**config.mk**
```make
export PLATFORM = sky130hd
export DESIGN_NAME = score_uart_tx
export DESIGN_NICKNAME = d
export VERILOG_FILES = /design/src/rtl/sw_uart_pkg.sv /design/src/rtl/uart_byte_tx.sv /design/src/rtl/score_uart_tx.sv
export SDC_FILE = /design/constraint.sdc
export NUM_CORES = 1
export LEC_CHECK = 0
export CORE_MARGIN = 8
export CORE_UTILIZATION = 45
export CTS_BUF_LIST = sky130_fd_sc_hd__clkbuf_16
export DETAILED_ROUTE_END_ITERATION = 10
export DONT_BUFFER_PORTS = 1
export GPL_TIMING_DRIVEN = 0
export PLACE_DENSITY = 0.68
export SYNTH_ARGS = -nofsm -noshare
export SYNTH_HDL_FRONTEND = slang
export SYNTH_SLANG_ARGS = --single-unit
```
**constraint.sdc**
```tcl
create_clock -name clk -period 5 [get_ports clk]
set_clock_uncertainty 0.1 [all_clocks]
set_input_delay 1.25 -clock clk [delete_from_list [all_inputs] [get_ports clk]]
set_output_delay 1.25 -clock clk [all_outputs]
set_load 0.02 [all_outputs]
```
**src/rtl/sw_uart_pkg.sv**
```systemverilog
// ============================================================================
// Module : sw_uart_pkg
// Brief  : Shared constants, state encodings and ASCII helper for the score UART.
// Rev    : 1.0 - initial release
// ============================================================================
`default_nettype none

package sw_uart_pkg;

   localparam logic [7:0] ASCII_CR = 8'h0D;
   localparam logic [7:0] ASCII_LF = 8'h0A;
   localparam logic [7:0] ASCII_0  = 8'h30;
   localparam logic [7:0] ASCII_A  = 8'h41;

   typedef enum logic [1:0] {
      TX_IDLE  = 2'd0,
      TX_START = 2'd1,
      TX_DATA  = 2'd2,
      TX_STOP  = 2'd3
   } tx_state_t;

   typedef enum logic [0:0] {
      FR_IDLE = 1'b0,
      FR_SEND = 1'b1
   } frame_state_t;

   function automatic logic [7:0] nibble_to_ascii(input logic [3:0] nib);
      if (nib < 4'd10)
         return ASCII_0 + {4'h0, nib};
      else
         return ASCII_A + ({4'h0, nib} - 8'd10);
   endfunction

endpackage

`default_nettype wire

```
**src/rtl/uart_byte_tx.sv**
```systemverilog
// ============================================================================
// Module : uart_byte_tx
// Brief  : 8N1 byte serializer; accepts a new byte on the last stop cycle so
//          consecutive characters leave no idle gap.
// Rev    : 1.0 - initial release
// ============================================================================
`default_nettype none

module uart_byte_tx
   import sw_uart_pkg::*;
#(
   parameter int CLKS_PER_BIT = 434
) (
   input  logic       clk,
   input  logic       rst,
   input  logic       i_start,
   input  logic [7:0] i_byte,
   output logic       o_txd,
   output logic       o_ready,
   output logic       o_byte_done
);

   localparam int              BAUD_W      = (CLKS_PER_BIT > 1) ? $clog2(CLKS_PER_BIT) : 1;
   localparam logic [BAUD_W-1:0] C_BAUD_LAST = BAUD_W'(CLKS_PER_BIT - 1);

   tx_state_t         r_state;
   tx_state_t         w_state_nxt;
   logic [BAUD_W-1:0] r_baud;
   logic [2:0]        r_bit;
   logic [7:0]        r_shift;
   logic              w_bit_end;
   logic              w_load;

   assign w_bit_end   = (r_state != TX_IDLE) && (r_baud == C_BAUD_LAST);
   assign o_byte_done = (r_state == TX_STOP) && w_bit_end;
   assign o_ready     = (r_state == TX_IDLE) || o_byte_done;
   assign w_load      = o_ready && i_start;

   always_ff @(posedge clk) begin
      if (rst)
         r_state <= TX_IDLE;
      else
         r_state <= w_state_nxt;
   end

   always_comb begin
      w_state_nxt = r_state;
      case (r_state)
         TX_IDLE:  if (i_start) w_state_nxt = TX_START;
         TX_START: if (w_bit_end) w_state_nxt = TX_DATA;
         TX_DATA:  if (w_bit_end && (r_bit == 3'd7)) w_state_nxt = TX_STOP;
         TX_STOP:  if (w_bit_end) w_state_nxt = i_start ? TX_START : TX_IDLE;
         default:  w_state_nxt = TX_IDLE;
      endcase
   end

   // r_bit wraps 7 -> 0 on its own, so it is already cleared for the next byte
   always_ff @(posedge clk) begin
      if (rst) begin
         r_baud  <= '0;
         r_bit   <= 3'd0;
         r_shift <= 8'h00;
      end else begin
         r_baud <= ((r_state == TX_IDLE) || w_bit_end) ? '0 : r_baud + BAUD_W'(1);
         if ((r_state == TX_DATA) && w_bit_end)
            r_bit <= r_bit + 3'd1;
         if (w_load)
            r_shift <= i_byte;
         else if ((r_state == TX_DATA) && w_bit_end)
            r_shift <= {1'b0, r_shift[7:1]};
      end
   end

   always_comb begin
      o_txd = 1'b1;
      case (r_state)
         TX_START: o_txd = 1'b0;
         TX_DATA:  o_txd = r_shift[0];
         default:  o_txd = 1'b1;
      endcase
   end

endmodule

`default_nettype wire

```
**src/rtl/score_uart_tx.sv**
```systemverilog
// ============================================================================
// Module : score_uart_tx
// Brief  : Sends each score as uppercase hex text plus CR LF over an 8N1 UART,
//          with one pending slot behind the frame in flight.
// Rev    : 1.0 - initial release
// ============================================================================
`default_nettype none

module score_uart_tx
   import sw_uart_pkg::*;
#(
   parameter int CLK_FREQ = 50_000_000,
   parameter int BAUD     = 115_200,
   parameter int DATA_W   = 18
) (
   input  logic              clk,
   input  logic              rst,
   input  logic              i_valid,
   input  logic [DATA_W-1:0] i_data,
   output logic              o_txd,
   output logic              o_busy,
   output logic              o_done,
   output logic              o_drop
);

   localparam int CLKS_PER_BIT = CLK_FREQ / BAUD;
   localparam int NUM_DIGITS   = (DATA_W + 3) / 4;
   localparam int NUM_CHARS    = NUM_DIGITS + 2;
   localparam int PAD_W        = NUM_DIGITS * 4;
   localparam int CHAR_W       = $clog2(NUM_CHARS);
   localparam logic [CHAR_W-1:0] C_LAST_CHAR = CHAR_W'(NUM_CHARS - 1);

   function automatic logic [7:0] char_byte(input logic [DATA_W-1:0] score,
                                            input logic [CHAR_W-1:0] idx);
      logic [PAD_W-1:0] padded;
      int               shamt;
      padded = PAD_W'(score);
      if (int'(idx) < NUM_DIGITS) begin
         shamt = 4 * (NUM_DIGITS - 1 - int'(idx));
         return nibble_to_ascii(padded[shamt +: 4]);
      end else if (int'(idx) == NUM_DIGITS) begin
         return ASCII_CR;
      end else begin
         return ASCII_LF;
      end
   endfunction

   frame_state_t      r_state;
   frame_state_t      w_state_nxt;
   logic [DATA_W-1:0] r_active;
   logic [DATA_W-1:0] r_pend;
   logic              r_pend_full;
   logic [CHAR_W-1:0] r_char;
   logic              r_done;

   logic              w_sending;
   logic              w_byte_done;
   logic              w_tx_ready;
   logic              w_last_char;
   logic              w_frame_end;
   logic              w_next_char;
   logic              w_start_frame;
   logic              w_drop;
   logic [DATA_W-1:0] w_new_score;
   logic              w_tx_start;
   logic [7:0]        w_tx_byte;
   logic              w_txd;

   assign w_sending   = (r_state == FR_SEND);
   assign w_last_char = (r_char == C_LAST_CHAR);
   assign w_frame_end = w_sending && w_byte_done && w_last_char;
   assign w_next_char = w_sending && w_byte_done && !w_last_char;

   // A new frame's first byte comes straight from its source so the start bit is not delayed
   assign w_start_frame = (!w_sending && i_valid) || (w_frame_end && (r_pend_full || i_valid));
   assign w_new_score   = (w_frame_end && r_pend_full) ? r_pend : i_data;
   assign w_drop        = w_sending && !w_frame_end && i_valid && r_pend_full;
   assign w_tx_start    = w_start_frame || w_next_char;
   assign w_tx_byte     = w_start_frame ? char_byte(w_new_score, '0)
                                        : char_byte(r_active, r_char + CHAR_W'(1));

   uart_byte_tx #(
      .CLKS_PER_BIT (CLKS_PER_BIT)
   ) u_byte_tx (
      .clk         (clk),
      .rst         (rst),
      .i_start     (w_tx_start),
      .i_byte      (w_tx_byte),
      .o_txd       (w_txd),
      .o_ready     (w_tx_ready),
      .o_byte_done (w_byte_done)
   );

   always_ff @(posedge clk) begin
      if (rst)
         r_state <= FR_IDLE;
      else
         r_state <= w_state_nxt;
   end

   always_comb begin
      w_state_nxt = r_state;
      case (r_state)
         FR_IDLE: if (i_valid) w_state_nxt = FR_SEND;
         FR_SEND: if (w_frame_end && !(r_pend_full || i_valid)) w_state_nxt = FR_IDLE;
         default: w_state_nxt = FR_IDLE;
      endcase
   end

   always_ff @(posedge clk) begin
      if (rst) begin
         r_active    <= '0;
         r_pend      <= '0;
         r_pend_full <= 1'b0;
         r_char      <= '0;
         r_done      <= 1'b0;
      end else begin
         r_done <= w_frame_end;
         if (w_start_frame) begin
            r_active <= w_new_score;
            r_char   <= '0;
         end else if (w_next_char) begin
            r_char <= r_char + CHAR_W'(1);
         end
         // At frame end an empty slot lets i_data go straight to active
         if (w_frame_end) begin
            if (r_pend_full && i_valid)
               r_pend <= i_data;
            else if (r_pend_full)
               r_pend_full <= 1'b0;
         end else if (w_sending && i_valid && !r_pend_full) begin
            r_pend      <= i_data;
            r_pend_full <= 1'b1;
         end
      end
   end

   always_comb begin
      o_txd  = w_txd;
      o_busy = (r_state != FR_IDLE) || r_pend_full;
      o_done = r_done;
      o_drop = w_drop;
   end

endmodule

`default_nettype wire

```
**After elaboration in Yosys (flattened, before gate mapping)**

Cells that the tools add are included.

- Add/sub/neg operators: 10
- Magnitude comparators: 3
- Equal/unequal tests: 13
- Shift-type cells: 1
- Mux-type cells: 24
- Bitwise operators: 1
- Reduce and logical (&&, ||, !) cells: 38

Operators by type and width:

| operator | count |
|---|---|
| 18-bit two-way mux | 4 |
| 8-bit two-way mux | 6 |
| 20-bit by 6-bit variable part select with 4-bit output | 1 |
| 1-bit logical AND | 18 |
| 7-bit by 8-bit adder with 8-bit output (first input constant) | 2 |
| 2-bit by 1-bit inequality test with 1-bit output (second input constant) | 5 |
| 9-bit by 1-bit adder with 9-bit output (second input constant) | 1 |
| 3-bit == test (second input constant) | 3 |
| 9-bit == test (second input constant) | 1 |
| 2-bit two-way mux | 4 |
| 2-bit one-hot mux with 4 select lines | 1 |
| 6-bit by 2-bit adder with 7-bit output (first input constant) | 1 |
| 6-bit by 4-bit adder with 7-bit output (first input constant) | 1 |
| 3-bit by 1-bit adder with 3-bit output (second input constant) | 2 |
| 1-bit logical OR | 6 |
| 1-bit two-way mux | 6 |
| 2-bit nonzero test | 3 |
| 1-bit logical NOT | 5 |
| 2-bit by 4-bit subtractor with 5-bit output (second input constant) | 1 |
| 4-bit by 4-bit subtractor with 5-bit output (second input constant) | 1 |
| 2-bit == test (second input constant) | 2 |
| 2-bit by 4-bit < comparator with 1-bit output (second input constant) | 1 |
| 4-bit < comparator (second input constant) | 1 |
| 1-bit one-hot mux with 2 select lines | 2 |
| 10 further kinds | 12 |

- Register bits: 64
- Input port bits: 21
- Output and inout port bits: 4

**Longest topological paths before layout**

Gate-level depths: netlist (run 1).

- Depth in word-level cells: 12
- Mapped depth: 15

**Hierarchy**

From an unflattened synthesis (run 1), not the netlist that was laid out.

- Cell total of the unflattened synthesis: 365
- Area, all modules: 3385.7 um^2

Modules (own cells, without submodules):

| module | times used | cells an instance | area each (um^2) |
|---|---|---|---|
| score_uart_tx | 1 | 247 | 2254.7 |
| uart_byte_tx | 1 | 118 | 1131.1 |

**Least setup slack after synthesis (run 1)**

Ideal clock, no wire load.

- Path type: reg-to-reg
- From: register r_char[0]
- To: register u_byte_tx.r_shift[2]
- Setup time: 0.115 ns
- Arrival time: 3.341 ns
- Setup slack: 1.443 ns
- Stages on the path, launching flop included: 15
- Path through: dfxtp_1 -> clkbuf_1 -> inv_1 -> ha_1 -> clkbuf_1 -> mux4_2 -> a32oi_1 -> ha_1 -> inv_1 -> ha_1 -> inv_1 -> nor2_1 -> a311o_1 -> and3_1 -> o21ba_2

- Word-level cells in the longest chain between the ends: 9
- Elaborated cells on any way between the ends: 30
- Classes of those cells: add/sub (8); order compare (3); eq/ne (2); shift (1); mux (7); reduce/logical (9)

Ends and longest elaborated chain:

| element | RTL line | text |
|---|---|---|
| start: declaration | score_uart_tx.sv:53 | `logic [CHAR_W-1:0] r_char;` |
| start signal: assignment | score_uart_tx.sv:123 | `r_char <= r_char + CHAR_W'(1);` |
| 3-bit by 1-bit adder with 3-bit output or 3-bit == test (tied branches) | score_uart_tx.sv:80, score_uart_tx.sv:70 |  |
| 3-bit by 3-bit subtractor with 4-bit output or 1-bit logical AND (tied branches) | score_uart_tx.sv:39, score_uart_tx.sv:71 |  |
| 20-bit by 6-bit variable part select with 4-bit output or 1-bit logical AND (tied branches) | score_uart_tx.sv:40, score_uart_tx.sv:76 |  |
| 4-bit by 4-bit subtractor with 5-bit output or 18-bit two-way mux (tied branches) | sw_uart_pkg.sv:31, score_uart_tx.sv:76 |  |
| 7-bit by 8-bit adder with 8-bit output or 2-bit by 4-bit subtractor with 5-bit output (tied branches) | sw_uart_pkg.sv:31 | `return ASCII_A + ({4'h0, nib} - 8'd10);` |
| 8-bit two-way mux or 7-bit by 8-bit adder with 8-bit output (tied branches) | sw_uart_pkg.sv:28, sw_uart_pkg.sv:31 |  |
| 8-bit two-way mux (on tied branches) | score_uart_tx.sv:38, sw_uart_pkg.sv:28 |  |
| 8-bit two-way mux | score_uart_tx.sv:79 | `assign w_tx_byte = w_start_frame ? char_byte(w_new_score, '0)` |
| 8-bit two-way mux | uart_byte_tx.sv:67 | `if (w_load)` |
| end signal: assignment | uart_byte_tx.sv:68 | `r_shift <= i_byte;` |
| end signal: assignment | uart_byte_tx.sv:70 | `r_shift <= {1'b0, r_shift[7:1]};` |
| end: declaration | uart_byte_tx.sv:30 | `logic [7:0] r_shift;` |

Parallel ways exist; a longest one is shown, timed or not.
A chain may end at the register's enable or synchronous reset.

**Worst setup path after layout (run 1)**

- From: register r_char[0]
- To: register u_byte_tx.r_shift[4]

The elaborated chain is that of the path after synthesis.

==> out/results.tsv, run 1 <==
metric	value	unit
nets@finish	430	
Lkg Pwr	1.50	nW
Hold Path Class	reg -> reg	
Primary FF master, synth	dfxtp_1	
Final Util	52.5	%
Die Y	103	um
mapped cell area	0.00339	mm^2
CP arrival	4230	ps
Slew @ Worst Pin	946	ps
Worst Setup Path Type	reg -> reg	
Post-Syn Nets	419	
CTS sink cnt	63	
total CTS buffers	9	
EDFF count, synth	0	
Mapped Cells	383	
Detailed Route WL	8030	um
vias in the first global route	2620	
PostCTS Resize Cnt	0	
Critical Path Source	r_char[0]	
CTS tree	yes	
postcts setup bufs	0	
Root Driver	clkbuf_16	
pin count of the biggest net entering global routing	12	
clock input transition at the sequential cells of the worst setup and hold paths	60	ps
hold_ws	364	ps
setup slack at placement	995	ps
endpoints failing hold	0	
Congestion Overflow GR	0	
Tcrit/Tclk final	81.2	%
Placed Area	0.00352	mm^2
layout cells sized above 1	8.02	%
crit path launch type	register	
register area share after synthesis	37.2	%
total power	1.53	mW
Post-DRT Antenna Nets	0	
vias post-DR	2795	
final worst slack	938	ps
post-synth cell types	58	
later-pin clock latency in the skew report	330	ps
Post-synth ARST share	0	%
Final Setup Violations	0	
RR Endpoint	u_byte_tx.r_shift[4]	
first-pass GRT wire length	13100	um
Core ar.	0.00729	mm^2
Placer Congestion	0.906	
fmax	246	MHz
cells on worst reg2reg path	13	
HPWL Detailed	5960	um
Final Critical Period	4060	ps
Rows	31	
status	finished, final reports clean	
Ant. Diodes	0	
initial antenna violation count	0	
syn_area_per_cell	8.86	um^2
synthesis-stage register bit count	63	
IR drop worst, VDD	0.230	mV
drt first-iter violations	174	
Cell Count Post-Placement	482	
I/O pin total	25	
Routed WL per cell	16.1	um
Pins Over Slew Limit	0	
DRC	0	
Post-Route Setup TNS	0	ps
clk buf depth	2	
most frequent cells in the layout	dfxtp_1 (63), nor2_1 (61), mux2i_1 (40)	
WP data required	5170	ps
Buffers on Ports	0	
max cap viols	0	
Avg Vias per Cell	5.61	
Area Overhead vs Synth	12.9	%
commonest non-fill, non-tap cell in the layout	dfxtp_1	
CP Capture Type	register	
Initial Utilization	46.5	%
flop-to-flop setup slack	940	ps
gr usage total	16.0	%
RSZ-0062 raised after global routing	no	
DIE AREA	0.0106	mm^2
worst-path maximum fanout	9	
reg2reg start	r_char[0]	
hold buffers post-CTS	0	
H-tree levels	3	
router iterations before antenna repair	4	
crit path to	u_byte_tx.r_shift[4]	
Pwr Density	398	mW/mm^2
Synth Warn #	0	
Slew headroom	36.1	%
post-route insts no fill	498	
Die Span X	103	um
design area	0.00383	mm^2
-- routing by layer --
metal | share of wire (%) | GRT usage (%) | wire length, um | vias up
li1 | - | - | - | 1410
met1 | 45 | 18.6 | 3570 | 1313
met2 | 49 | 27.4 | 3900 | 63
met3 | 5.6 | 4.86 | 450 | 9
met4 | 1.3 | 5.56 | 104 | 0
met5 | 0 | 0 | 0 | -
-- cells in the mapped netlist (6+ instances only) --
library cell,count,share of area [%]
a21oi_1,12,1.8
nand2_1,20,2.2
nor2_1,61,6.8
xnor2_1,8,2.1
nor3_1,10,1.5
o21ai_0,6,0.89
ha_1,15,5.5
clkbuf_1,16,1.8
buf_2,6,0.89
inv_1,17,1.9
a211oi_1,21,4.6
nand3_1,9,1.3
and3_1,6,1.1
mux2i_1,40,12
dfxtp_1,63,37
-- area by class of cell --
cell class | instances | area, um^2
Clock buffer | 9 | 225
Fill cell | 701 | 3460
Clock inverter | 7 | 88.8
Tap cell | 99 | 124
Buffer | 24 | 105
Inverter | 17 | 63.8
Sequential cell | 63 | 1260
Multi-Input combinational cell | 279 | 1960
-- power breakdown --
| part | internal [mW] | leakage [nW] | switching [mW] | total, mW |
|---|---|---|---|---|
| combinational | 0.121 | 0.829 | 0.166 | 0.287 |
| clock | 0.433 | 0.160 | 0.228 | 0.661 |
| sequential | 0.548 | 0.514 | 0.0302 | 0.578 |
| total | 1.10 | 1.50 | 0.424 | 1.53 |
-- flip-flops by register name (all words and copies together) (netlist names) --
signal,cells
r_state,1
u_byte_tx.r_state,2
r_pend,18
o_done,1
r_pend_full,1
r_active,18
r_char,3
u_byte_tx.r_baud,9
u_byte_tx.r_shift,7
u_byte_tx.r_bit,3
-- critical path: stages (launching register included) --
cell       delay [ps]
dfxtp_1           330
clkbuf_1          340
inv_1             150
ha_1              300
clkbuf_1          400
mux4_2            600
a32oi_1           310
ha_1              210
inv_1              40
ha_1              240
inv_1             200
nor4_1            110
a2111oi_0         490
a22o_1            190
-- worst min path at each step --
stage	startpoint	end	slack [ps]	cells after the start
6_report	u_byte_tx.r_bit[1]	u_byte_tx.r_bit[1]	360	2
5_1_grt	u_byte_tx.r_bit[2]	u_byte_tx.r_bit[2]	380	2
4_1_cts	u_byte_tx.r_bit[2]	u_byte_tx.r_bit[2]	360	2
3_5_place_dp	u_byte_tx.r_bit[2]	u_byte_tx.r_bit[2]	360	2
3_3_place_gp	u_byte_tx.r_bit[2]	u_byte_tx.r_bit[2]	350	2
2_1_floorplan	u_byte_tx.r_bit[1]	u_byte_tx.r_bit[1]	340	2
-- cell families (layout without fill, tap and decap cells) --
logic type | after synthesis | count (layout) | synth area share [%]
compound gates | 71 | 71 | 15.4
mux | 45 | 45 | 14.6
buf+inv | 41 | 57 | 4.98
fa+ha+maj | 15 | 15 | 5.53
flops | 63 | 63 | 37.2
simple gates | 136 | 136 | 19.3
xor+xnor | 12 | 12 | 3.10
(Power assumes the default switching activity.)
==> inputs of run 2 (changes only) <==
--- a/config.mk
+++ b/config.mk
@@ -11,7 +11,7 @@
 export DETAILED_ROUTE_END_ITERATION = 10
 export DONT_BUFFER_PORTS = 1
 export GPL_TIMING_DRIVEN = 0
-export PLACE_DENSITY = 0.68
+export PLACE_DENSITY = 0.7
 export SYNTH_ARGS = -nofsm -noshare
 export SYNTH_HDL_FRONTEND = slang
 export SYNTH_SLANG_ARGS = --single-unit
==> constraint.sdc (replaced) <==
create_clock -name clk -period 3.6 [get_ports clk]
set_clock_uncertainty 0.1 [all_clocks]
set_input_delay 0.9 -clock clk [delete_from_list [all_inputs] [get_ports clk]]
set_output_delay 0.9 -clock clk [all_outputs]
set_load 0.02 [all_outputs]
==> out/results.tsv, run 2 (same netlist as run 1, synthesis figures left out) <==
metric	value	unit
status	finished, final reports clean	
power share of the combinational group	20.2	%
Area Overhead vs Synth	12.0	%
Buffers on Ports	0	
post-route insts no fill	496	
setup slack at placement	-514	ps
total CTS buffers	9	
first-pass GRT wire length	13700	um
max cap viols	0	
WP data required	3720	ps
Lkg Pwr	1.47	nW
RSZ-0062 raised after global routing	no	
Regs by FF count	r_active: 18 flops, r_pend: 18 flops, u_byte_tx.r_baud: 9 flops	
commonest non-fill, non-tap cell in the layout	dfxtp_1	
# fillers	726	
flop-to-flop setup slack	200	ps
DIE AREA	0.0106	mm^2
Sw Ratio	30.4	%
crit path launch type	register	
total power	2.00	mW
Post-Route Setup TNS	0	ps
crit path to	u_byte_tx.r_shift[2]	
CP Capture Type	register	
Rows	31	
Worst Setup Path Type	reg -> reg	
Pins Over Slew Limit	0	
Avg Vias per Cell	5.65	
IR drop worst, VDD	0.278	mV
Placed Area	0.00352	mm^2
Post-DRT Antenna Nets	0	
Placer Congestion	0.879	
final worst slack	198	ps
worst-path maximum fanout	9	
Slew @ Worst Pin	967	ps
CTS sink cnt	63	
reg2reg start	r_char[0]	
Cell Count Post-Placement	482	
router iterations before antenna repair	4	
DRC	0	
clk buf depth	2	
Ant. Diodes	0	
Initial Utilization	46.5	%
Root Driver	clkbuf_16	
pin count of the biggest net entering global routing	12	
initial antenna violation count	0	
Tcrit/Tclk final	94.5	%
nets@finish	428	
Pwr Density	525	mW/mm^2
Final Critical Period	3400	ps
Final Util	52.1	%
CTS tree	yes	
switching pwr	0.606	mW
cells on worst reg2reg path	12	
vias post-DR	2801	
H-tree levels	3	
internal power	1.39	mW
fmax	294	MHz
CP arrival	3530	ps
Core ar.	0.00729	mm^2
Congestion Overflow GR	0	
later-pin clock latency in the skew report	330	ps
power share of the clock group	39.5	%
Die Span X	103	um
most frequent cells in the layout	dfxtp_1 (62), nor2_1 (61), mux2i_1 (40)	
postcts setup bufs	0	
register share of total power	40.3	%
vias in the first global route	2759	
I/O pin total	25	
gr usage total	16.7	%
Critical Path Source	r_char[0]	
layout cells sized above 1	9.07	%
clock input transition at the sequential cells of the worst setup and hold paths	60	ps
endpoints failing hold	0	
Detailed Route WL	8280	um
Routed WL per cell	16.7	um
drt first-iter violations	166	
Die Y	103	um
RR Endpoint	u_byte_tx.r_shift[2]	
Hold Path Class	reg -> reg	
HPWL Detailed	5980	um
Final Setup Violations	0	
hold_ws	369	ps
design area	0.00380	mm^2
Slew headroom	34.7	%
run 2: power groups by stage:
stage	Sequential, mW	Clock, mW	Combinational (mW)
global route	0.814	0.824	0.450
floorplan	0.805	0	0.327
CTS	0.804	0.794	0.401
global placement	0.815	0	0.388
finish	0.804	0.787	0.404
detailed placement	0.819	0	0.398
run 2: routing by layer:
layer	track usage [%]	vias up	wire [um]
met3	4.46	10	506
met5	0	-	0
met2	27.0	63	3920
li1	-	1404	-
met4	6.90	0	99
met1	20.5	1324	3750
run 2: critical path: stages (launching register included):
cell	delay [ps]
dfxtp_2	430
inv_1	150
ha_4	370
mux4_2	550
a32oi_2	270
ha_1	200
inv_1	40
ha_1	230
inv_1	200
nor2_1	70
a311o_1	300
and3_1	190
o21ba_2	180
run 2: final cells by class:
cell class / count / area (um^2) / area share (%)
Clock inverter: 7 / 41.3 / 1.09
Sequential cell: 63 / 1260 / 33.2
Clock buffer: 9 / 225 / 5.93
Tap cell: 99 / 124 / 3.26
Multi-Input combinational cell: 279 / 1980 / 52.2
Buffer: 22 / 97.6 / 2.57
Inverter: 17 / 63.8 / 1.68
run 2: how the worst min path moves through the flow:
stage / start / to / cells past startpoint
floorplan: u_byte_tx.r_bit[1] / u_byte_tx.r_bit[1] / 2
detailed placement: u_byte_tx.r_bit[2] / u_byte_tx.r_bit[2] / 2
global placement: u_byte_tx.r_bit[1] / u_byte_tx.r_bit[1] / 2
global route: u_byte_tx.r_bit[2] / u_byte_tx.r_bit[2] / 2
CTS: u_byte_tx.r_bit[2] / u_byte_tx.r_bit[2] / 2
finish: u_byte_tx.r_bit[1] / u_byte_tx.r_bit[1] / 2
run 2: what timing repair did:
action | in CTS | in global routing
endpoints found under the setup margin | 7 | 2
cloned | 0 | 0
hold buffers | 0 | 0
resized for setup | 3 | 2
==> inputs of run 3 (changes only) <==
--- a/config.mk
+++ b/config.mk
@@ -8,10 +8,12 @@
 export CORE_MARGIN = 8
 export CORE_UTILIZATION = 45
 export CTS_BUF_LIST = sky130_fd_sc_hd__clkbuf_16
+export CTS_CLUSTER_SIZE = 25
 export DETAILED_ROUTE_END_ITERATION = 10
 export DONT_BUFFER_PORTS = 1
 export GPL_TIMING_DRIVEN = 0
 export PLACE_DENSITY = 0.7
+export SKIP_CTS_REPAIR_TIMING = 1
 export SYNTH_ARGS = -nofsm -noshare
 export SYNTH_HDL_FRONTEND = slang
 export SYNTH_SLANG_ARGS = --single-unit
==> out/results.tsv, run 3 (same netlist as run 1, synthesis figures left out) <==
metric	value	unit
status	finished, final reports clean	
commonest non-fill, non-tap cell in the layout	dfxtp_1	
Regs by FF count	r_active: 18 flops, r_pend: 18 flops, u_byte_tx.r_baud: 9 flops	
Tcrit/Tclk final	95.8	%
Initial Utilization	46.5	%
vias in the first global route	2768	
Hold Path Class	reg -> reg	
Pins Over Slew Limit	0	
Lkg Pwr	1.48	nW
clock input transition at the sequential cells of the worst setup and hold paths	60	ps
Placer Congestion	0.879	
vias post-DR	2820	
Hold Crit Start	u_byte_tx.r_bit[2]	
Detailed Route WL	8250	um
Avg Vias per Cell	5.67	
flop-to-flop setup slack	150	ps
worst hold endpoint	u_byte_tx.r_bit[2]	
worst-path cell with the longest stage delay	mux4_2	
reg2reg start	r_char[0]	
Final Critical Period	3450	ps
Buffers on Ports	0	
RR Endpoint	u_byte_tx.r_shift[2]	
crit path cell chain	clkbuf_2 > inv_1 > ha_4 > mux4_2 > a32oi_2 > ha_1 > inv_1 > ha_1 > inv_2 > nor2_1 > a311o_1 > and3_1 > o21ba_2	
later-pin clock latency in the skew report	330	ps
final worst slack	150	ps
CP Capture Type	register	
CTS tree	yes	
worst-path maximum fanout	9	
gr usage total	16.7	%
H-tree levels	3	
most frequent cells in the layout	dfxtp_1 (63), nor2_1 (61), mux2i_1 (40)	
initial antenna violation count	0	
DIE AREA	0.0106	mm^2
WP data required	3720	ps
Core ar.	0.00729	mm^2
Worst Setup Path Type	reg -> reg	
fmax	290	MHz
nets@finish	429	
router iterations before antenna repair	4	
I/O pin total	25	
Final Util	52.1	%
Area Overhead vs Synth	12.1	%
CTS sink cnt	63	
endpoints failing hold	0	
Slew @ Worst Pin	966	ps
drt first-iter violations	153	
slowest stage delay, CP	550	ps
clk buf depth	2	
Congestion Overflow GR	0	
Root Driver	clkbuf_16	
Pwr Density	524	mW/mm^2
IR drop worst, VDD	0.278	mV
Rows	31	
Die Span X	103	um
Ant. Diodes	0	
hold depth	2	
pin count of the biggest net entering global routing	12	
layout cells sized above 1	9.30	%
total power	1.99	mW
Routed WL per cell	16.6	um
CP arrival	3570	ps
Final Setup Violations	0	
Slew headroom	34.7	%
Post-Route Setup TNS	0	ps
Post-DRT Antenna Nets	0	
max cap viols	0	
first-pass GRT wire length	13700	um
cells on worst reg2reg path	13	
Die Y	103	um
HPWL Detailed	5980	um
setup slack at placement	-514	ps
DRC	0	
crit path launch type	register	
total CTS buffers	9	
## run 3: cell count changes in the layout (fill, tap and decap cells not counted)
cell	change
clkbuf_2	+1
dfxtp_1	+1
dfxtp_2	-1
inv_1	-1
inv_2	+1
## run 3: layout make-up
type | count | area, um^2
Fill cell | 726 | 3490
Multi-Input combinational cell | 279 | 1980
Sequential cell | 63 | 1260
Clock buffer | 9 | 225
Tap cell | 99 | 124
Buffer | 23 | 103
Inverter | 17 | 63.8
Clock inverter | 7 | 41.3
## run 3: stage by stage
stage               hold slack (ps)  instances  cell area, um^2
CTS                             371        498             3780
global route                    378        497             3800
floorplan                       340        383             3390
finish                          369        497             3800
detailed placement              360        482             3520
global placement                353        482             3520
## run 3: how the worst max path moves through the flow
stage | start | to | slack (ps)
after floorplan | r_char[0] | u_byte_tx.r_shift[2] | 40
after global placement | r_char[0] | u_byte_tx.r_shift[2] | -400
after detailed placement | r_char[0] | u_byte_tx.r_shift[4] | -510
after CTS | r_char[0] | u_byte_tx.r_shift[4] | -540
after global routing | r_char[0] | u_byte_tx.r_shift[2] | -10
final | r_char[0] | u_byte_tx.r_shift[2] | 150
## run 3: worst max-delay path: cells and delay by family (launching register included)
| family | cells | cell delay (ps) |
|---|---|---|
| fa+ha+maj | 3 | 810 |
| compound gates | 3 | 740 |
| buf+inv | 4 | 550 |
| mux | 1 | 550 |
| flops | 1 | 330 |
| simple gates | 2 | 250 |
## run 3: where the power goes
part / leakage (nW) / internal (mW) / switching (mW)
Combinational: 0.833 / 0.170 / 0.233
Sequential: 0.514 / 0.760 / 0.0438
Clock: 0.130 / 0.459 / 0.327
Total: 1.48 / 1.39 / 0.604
## run 3: routing by layer
layer / routed length [um] / global-route usage (%)
met3: 476 / 4.46
met4: 112 / 6.90
met2: 3890 / 27.0
met5: 0 / 0
met1: 3770 / 20.6
